--- config.mk ---
export PLATFORM = sky130hd
export DESIGN_NAME = seq_divider
export DESIGN_NICKNAME = d
export VERILOG_FILES = /design/src/rtl/div_pkg.sv /design/src/rtl/div_sub_cla.sv /design/src/rtl/seq_divider.sv
export SDC_FILE = /design/constraint.sdc
export NUM_CORES = 1
export LEC_CHECK = 0
export ABC_AREA = 1
export CAP_MARGIN = 20
export CORE_MARGIN = 8
export CORE_UTILIZATION = 38
export DETAILED_ROUTE_END_ITERATION = 8
export DONT_BUFFER_PORTS = 1
export HOLD_SLACK_MARGIN = 0.03
export PLACE_DENSITY = 0.62
export SLEW_MARGIN = 5
export SYNTH_ARGS = -nofsm -noshare
export SYNTH_HDL_FRONTEND = slang
export SYNTH_SLANG_ARGS = --single-unit
--- constraint.sdc ---
create_clock -name clk -period 3.9 [get_ports clk]
set_input_delay 0.975 -clock clk [delete_from_list [all_inputs] [get_ports clk]]
set_output_delay 0.975 -clock clk [all_outputs]
set_load 0.05 [all_outputs]
--- src/rtl/div_pkg.sv ---
// Shared types and helpers for the sequential restoring divider.
package div_pkg;

    typedef enum logic [1:0] {
        IDLE = 2'd0,
        CALC = 2'd1,
        DONE = 2'd2
    } div_state_e;

    // Quotient reported on divide-by-zero; truncated to the instance width.
    localparam logic [63:0] DIV0_QUOTIENT = '1;

    function automatic int clog2(input int value);
        int bits;
        bits = 0;
        for (int i = 0; i < 32; i++) begin
            if ((64'd1 << bits) < 64'(value)) begin
                bits++;
            end
        end
        return bits;
    endfunction

endpackage

--- src/rtl/div_sub_cla.sv ---
// Trial subtractor a - b = a + ~b + 1, built from 4-bit carry-lookahead groups
// with the group carries chained; borrow is 1 when a < b (unsigned).
module div_sub_cla #(
    parameter int W = 33
) (
    input  logic [W-1:0] a,
    input  logic [W-1:0] b,
    output logic [W-1:0] diff,
    output logic         borrow
);

    localparam int NG = (W + 3) / 4;

    logic [W-1:0] g;
    logic [W-1:0] p;

    assign g = a & ~b;
    assign p = a ^ ~b;

    for (genvar k = 0; k < NG; k++) begin : g_grp
        localparam int LO = 4 * k;
        localparam int N  = ((W - LO) < 4) ? (W - LO) : 4;

        logic         cin;
        logic         cout;
        logic [N:0]   cg;
        logic         acc;
        logic         run;

        if (k == 0) begin : g_first
            assign cin = 1'b1;
        end else begin : g_rest
            assign cin = g_grp[k-1].cout;
        end

        // Each carry is a flat sum of products over the group's g/p terms.
        // NOTE: every variable written here gets a value on every pass, so no latch is inferred.
        always_comb begin
            cg  = '0;
            acc = 1'b0;
            run = 1'b1;
            for (int j = 0; j <= N; j++) begin
                acc = 1'b0;
                run = 1'b1;
                for (int m = j - 1; m >= 0; m--) begin
                    acc = acc | (run & g[LO+m]);
                    run = run & p[LO+m];
                end
                cg[j] = acc | (run & cin);
            end
        end

        assign diff[LO +: N] = p[LO +: N] ^ cg[N-1:0];
        assign cout          = cg[N];
    end

    assign borrow = ~g_grp[NG-1].cout;

endmodule

--- src/rtl/seq_divider.sv ---
// Multi-cycle restoring divider, one quotient bit per cycle, start/done handshake.
// Define DIVIDER_SIGNED_EN for two's-complement operands (magnitude core + sign fix-up).
module seq_divider
    import div_pkg::*;
#(
    parameter int WIDTH = 32
) (
    input  logic             clk,
    input  logic             rst,
    input  logic             start,
    input  logic [WIDTH-1:0] dividend,
    input  logic [WIDTH-1:0] divisor,
    output logic             busy,
    output logic             done,
    output logic [WIDTH-1:0] quotient,
    output logic [WIDTH-1:0] remainder,
    output logic             div_by_zero
);

    localparam int               CNT_W    = clog2(WIDTH);
    localparam logic [CNT_W-1:0] CNT_LAST = CNT_W'(WIDTH - 1);

    div_state_e       state;
    logic [WIDTH-1:0] q_reg;
    logic [WIDTH-1:0] r_reg;
    logic [WIDTH-1:0] d_reg;
    logic [CNT_W-1:0] cnt;

    logic             accept;
    logic [WIDTH:0]   trial;
    logic [WIDTH:0]   diff;
    logic             borrow;
    logic [WIDTH-1:0] q_next;
    logic [WIDTH-1:0] r_next;
    logic [WIDTH-1:0] load_q;
    logic [WIDTH-1:0] load_d;
    logic [WIDTH-1:0] fix_q;
    logic [WIDTH-1:0] fix_r;
    logic             unused_diff_msb;

    assign accept = start && (state != CALC);
    assign trial  = {r_reg, q_reg[WIDTH-1]};

    div_sub_cla #(
        .W (WIDTH + 1)
    ) u_sub (
        .a      (trial),
        .b      ({1'b0, d_reg}),
        .diff   (diff),
        .borrow (borrow)
    );

    // R < D keeps the difference within WIDTH bits, so its MSB carries nothing.
    assign unused_diff_msb = diff[WIDTH];

    assign q_next = {q_reg[WIDTH-2:0], ~borrow};
    assign r_next = borrow ? trial[WIDTH-1:0] : diff[WIDTH-1:0];

`ifdef DIVIDER_SIGNED_EN
    logic neg_q;
    logic neg_r;

    assign load_q = dividend[WIDTH-1] ? -dividend : dividend;
    assign load_d = divisor[WIDTH-1]  ? -divisor  : divisor;
    assign fix_q  = neg_q ? -q_next : q_next;
    assign fix_r  = neg_r ? -r_next : r_next;

    always_ff @(posedge clk) begin
        if (rst) begin
            neg_q <= 1'b0;
            neg_r <= 1'b0;
        end else if (accept) begin
            neg_q <= dividend[WIDTH-1] ^ divisor[WIDTH-1];
            neg_r <= dividend[WIDTH-1];
        end
    end
`else
    assign load_q = dividend;
    assign load_d = divisor;
    assign fix_q  = q_next;
    assign fix_r  = r_next;
`endif

    // NOTE: sequential state is updated with non-blocking assignments only.
    always_ff @(posedge clk) begin
        if (rst) begin
            state       <= IDLE;
            busy        <= 1'b0;
            done        <= 1'b0;
            div_by_zero <= 1'b0;
            quotient    <= '0;
            remainder   <= '0;
            // NOTE: working registers are reset too so an aborted division leaves no stale state.
            q_reg       <= '0;
            r_reg       <= '0;
            d_reg       <= '0;
            cnt         <= '0;
        end else begin
            done <= 1'b0;
            unique case (state)
                IDLE, DONE: begin
                    if (accept) begin
                        if (divisor == '0) begin
                            state       <= DONE;
                            done        <= 1'b1;
                            div_by_zero <= 1'b1;
                            quotient    <= WIDTH'(DIV0_QUOTIENT);
                            remainder   <= dividend;
                        end else begin
                            state       <= CALC;
                            busy        <= 1'b1;
                            div_by_zero <= 1'b0;
                            q_reg       <= load_q;
                            r_reg       <= '0;
                            d_reg       <= load_d;
                            cnt         <= '0;
                        end
                    end else begin
                        state <= IDLE;
                    end
                end
                CALC: begin
                    q_reg <= q_next;
                    r_reg <= r_next;
                    cnt   <= cnt + 1'b1;
                    if (cnt == CNT_LAST) begin
                        state     <= DONE;
                        busy      <= 1'b0;
                        done      <= 1'b1;
                        quotient  <= fix_q;
                        remainder <= fix_r;
                    end
                end
                default: state <= IDLE;
            endcase
        end
    end

endmodule

==> impl_metrics.csv <==
group,metric,value,unit
synth,synth_xor_area_share,2.16,%
placement,hpwlAfterDp,17100,µm
power_and_ir_drop,p_comb_share,12.6,%
power_and_ir_drop,netSwitchingPower,1.12,mW
power_and_ir_drop,p_int,2.94,mW
clock_network,postCtsSetupBuffers,0,
drt,drt_pass1_iterations,6,
timing,finalMaxSlewViolations,0,
timing,finalClockSkew,0.00966,ns
worst_setup_path,worstSetupPathDepth,26,
global_route,grt_pass1_vias,7072,
worst_setup_path,cp_top_family,"simple AND/OR/NAND/NOR gates",
timing,timing_worst_slew_pin_value,0.867,ns
floorplanning,design.portCount,134,
clock_network,clk_transition_reported_paths,0.07,ns
flow_run,max_cap_violations,0,
timing,rsz0062_at_grt,"no",
synth,asyncSetResetFlopFracSynth,0,%
synth,ys_seq_area_share,39.9,%
timing,worst_slew_margin_rel,42.2,%
worst_hold_path,hold_depth,2,
timing,final-hold-violation-count,0,
synth,edff_count_synth,0,
outcome,outcome,"complete, no violations",
global_route,groute.usage.overall,17.3,%
drt,avgRoutedWirePerCell,16.8,µm
synth,main_combinational_cell_family_by_area_after_synthesis,"simple AND/OR/NAND/NOR gates",
timing,max_clock_freq,321,MHz
drt,route.detailed.vias_per_inst,5.10,
layout,area.growth.synth_to_final,9.74,%
placement,finalWeightedCongestion,0.802,
worst_setup_path,critical-path-slowest-cell,"dfxtp_1",
clock_network,cts.sinks,170,
timing,final_critical_path_required_period,3.11,ns
synth,mapped_cells,1174,
synth,synth_compound_area_share,15.3,%
synth,yosys.cell_types.count,32,
timing,period_share,79.8,%
clock_network,post_cts_resized,0,
power_and_ir_drop,netSwitchingFraction,27.7,%
layout,nNetsFinal,1249,
clock_network,clock_buffer_count_from_cts,17,
floorplanning,placeable_core_region,21900,µm²
worst_setup_path,crit_path_start_kind,"register",
synth,synthesis.nets,1283,
floorplanning,floorplan.rows,54,
placement,portBuffers,0,
power_and_ir_drop,worst_vdd_drop,272,µV
power_and_ir_drop,sequentialPowerShare,45.3,%
placement,dpl_cell_area,8760,µm²
synth,postSynthRegisterBits,170,
layout,layout_commonest_cell,"nand2_1",
synth,synthesis.yosys.warnings,0,
global_route,pin_count_of_the_biggest_net_entering_global_routing,73,
synth,synth-main-ff-cell,"dfxtp_1",
clock_network,clock_tree.htree_level_count,4,
drt,ant_nets,0,
timing,setup_total_negative_slack,0,ns
clock_network,clock_latency,0.43,ns
clock_network,cts-hold-fix-buffers,0,
power_and_ir_drop,p_clk_share,42.1,%
power_and_ir_drop,pwrdens,435,nW/µm²
global_route,antenna_found_initial,0,
drt,drt-total-wl,24100,µm
floorplanning,start_util,38.9,%
floorplanning,dieArea,27500,µm²
layout,layout_common_cells,"228 x nand2_1, 198 x inv_1, 170 x dfxtp_1",
floorplanning,dieHeight,166,µm
worst_setup_path,timing.critical_path.buf_inv,4,
worst_hold_path,worstHoldPathType,"register to register",
clock_network,cell_at_the_root_of_the_clock_tree,"clkbuf_16",
global_route,grt_first_pass_wirelength,38900,µm
layout,final_design_area_no_fill,9350,µm²
worst_setup_path,path_common_cell,"nand2_2",
worst_setup_path,critical_path.max_fanout,33,
power_and_ir_drop,leakage_power_figure,4.68,nW
timing,report.final.setup_viol,0,
drt,first_iter_violations,469,
clock_network,cts-root-to-sink-buffers,2,
floorplanning,horiz_die_dim,166,µm
worst_setup_path,r2r.worst_path.cells,26,
synth,synthMuxAreaShare,0,%
global_route,globalRouteOverflowTotal,0,
synth,avgSynthCellArea,7.26,µm²
worst_setup_path,critical_path_arrival,3.49,ns
synth,synth_simple_gate_area_share,23.2,%
worst_setup_path,worst_path_required,4.27,ns
worst_setup_path,worst_setup_path_end_kind,"register",
worst_setup_path,crit_type,"register to register",
clock_network,tritoncts,"yes",
layout,post_route_cells_drive_above_1_share,7.29,%
drt,remaining_drc_errors,0,
synth,synth_adder_area_share,6.79,%
worst_setup_path,critical_path.max_stage_delay,0.45,ns
layout,diodes,0,
drt,num_vias,7306,
synth,synth.cell_area,8520,µm²
-- synth_stat cells, types with 2 or more instances --
cell type / number / area (µm²)
nor2_1: 28 / 105
buf_1: 3 / 11.3
o21bai_1: 2 / 15.0
inv_2: 4 / 15.0
nand3_1: 142 / 711
dfxtp_1: 170 / 3400
fa_1: 7 / 140
nand2_2: 18 / 113
clkbuf_1: 56 / 210
a31oi_1: 32 / 200
inv_1: 201 / 754
nand4_1: 4 / 25.0
ha_1: 35 / 438
a21oi_1: 90 / 450
nor3_1: 2 / 10.0
xor2_1: 13 / 114
xnor2_1: 8 / 70.1
o221ai_1: 31 / 272
buf_2: 7 / 35.0
buf_8: 2 / 30.0
o21ai_0: 69 / 345
nor4_1: 8 / 50.1
nand2_1: 228 / 856
nand2_4: 6 / 67.6
-- routing by layer --
layer	track usage, %	up-vias	wire length [µm]
met5	0	-	0
met4	4.94	0	508
met3	7.15	28	2080
met2	28.7	187	11300
met1	20.1	3348	10200
li1	-	3743	-
-- path summary, 6_finish.rpt --
path	startpoint	slack [ns]	to
setup / recovery	q_reg[31]	0.79	remainder[14]
hold / removal	d_reg[3]	0.46	d_reg[3]
setup reg to reg	q_reg[31]	0.79	remainder[14]
hold reg to reg	d_reg[3]	0.46	d_reg[3]
-- stage by stage --
step | setup slack, ns | hold WS, ns | power [mW] | utilization [%] | std cells
after floorplan | 1.17 | 0.433 | 2.28 | - | 1174
after global placement | 0.430 | 0.449 | 2.38 | 40.0 | 1401
after detailed placement | 0.401 | 0.453 | 2.39 | 40.0 | 1401
after CTS | 0.781 | 0.463 | 4.11 | 42.7 | 1433
after global routing | 0.498 | 0.488 | 4.25 | 42.7 | 1433
final | 0.789 | 0.457 | 4.06 | 42.7 | 1433
-- cells by family (layout without fill, tap and decap cells) --
logic type / after synthesis / after routing
and+or+nand+nor: 440 / 440
xor gates and xnor gates: 21 / 21
adders and majority gates: 42 / 42
AOI/OAI and AO/OA: 227 / 227
DFF: 170 / 170
buffers and inverters: 274 / 253
-- worst reg2reg max path: stages, from the launching register on --
cell	delay, ns
dfxtp_1	0.45
inv_1	0.07
ha_1	0.30
inv_2	0.06
nand2_1	0.07
nand3_2	0.08
nand2_2	0.09
nand2_2	0.09
nand2_4	0.06
nand2_2	0.08
nand2_4	0.06
nand2_2	0.06
nand2_2	0.07
nand2_2	0.09
nand2_4	0.06
nand2_2	0.07
nand2_2	0.07
nand2_2	0.08
nand2_4	0.06
nand2_4	0.07
nand2_2	0.06
nand2_4	0.10
buf_4	0.39
nand3_1	0.18
nand3_1	0.17
nand2_1	0.07
inv_1	0.05
-- power groups by stage --
| stage | clock, mW | combinational (mW) | sequential [mW] |
|---|---|---|---|
| 2_1_floorplan | 0 | 0.409 | 1.87 |
| 3_3_place_gp | 0 | 0.504 | 1.88 |
| 3_5_place_dp | 0 | 0.513 | 1.88 |
| 4_1_cts | 1.75 | 0.515 | 1.84 |
| 5_1_grt | 1.82 | 0.582 | 1.85 |
| 6_report | 1.71 | 0.513 | 1.84 |
-- final cells by class --
class | instances | area (µm²)
inverter | 205 | 771
clock inverter | 13 | 145
clock buffer | 19 | 443
multi-input combinational | 730 | 4070
timing repair buffer | 16 | 170
sequential | 170 | 3400
tap | 280 | 350
fill | 2296 | 12500
Note: power is estimated with default switching activity, not from simulation.
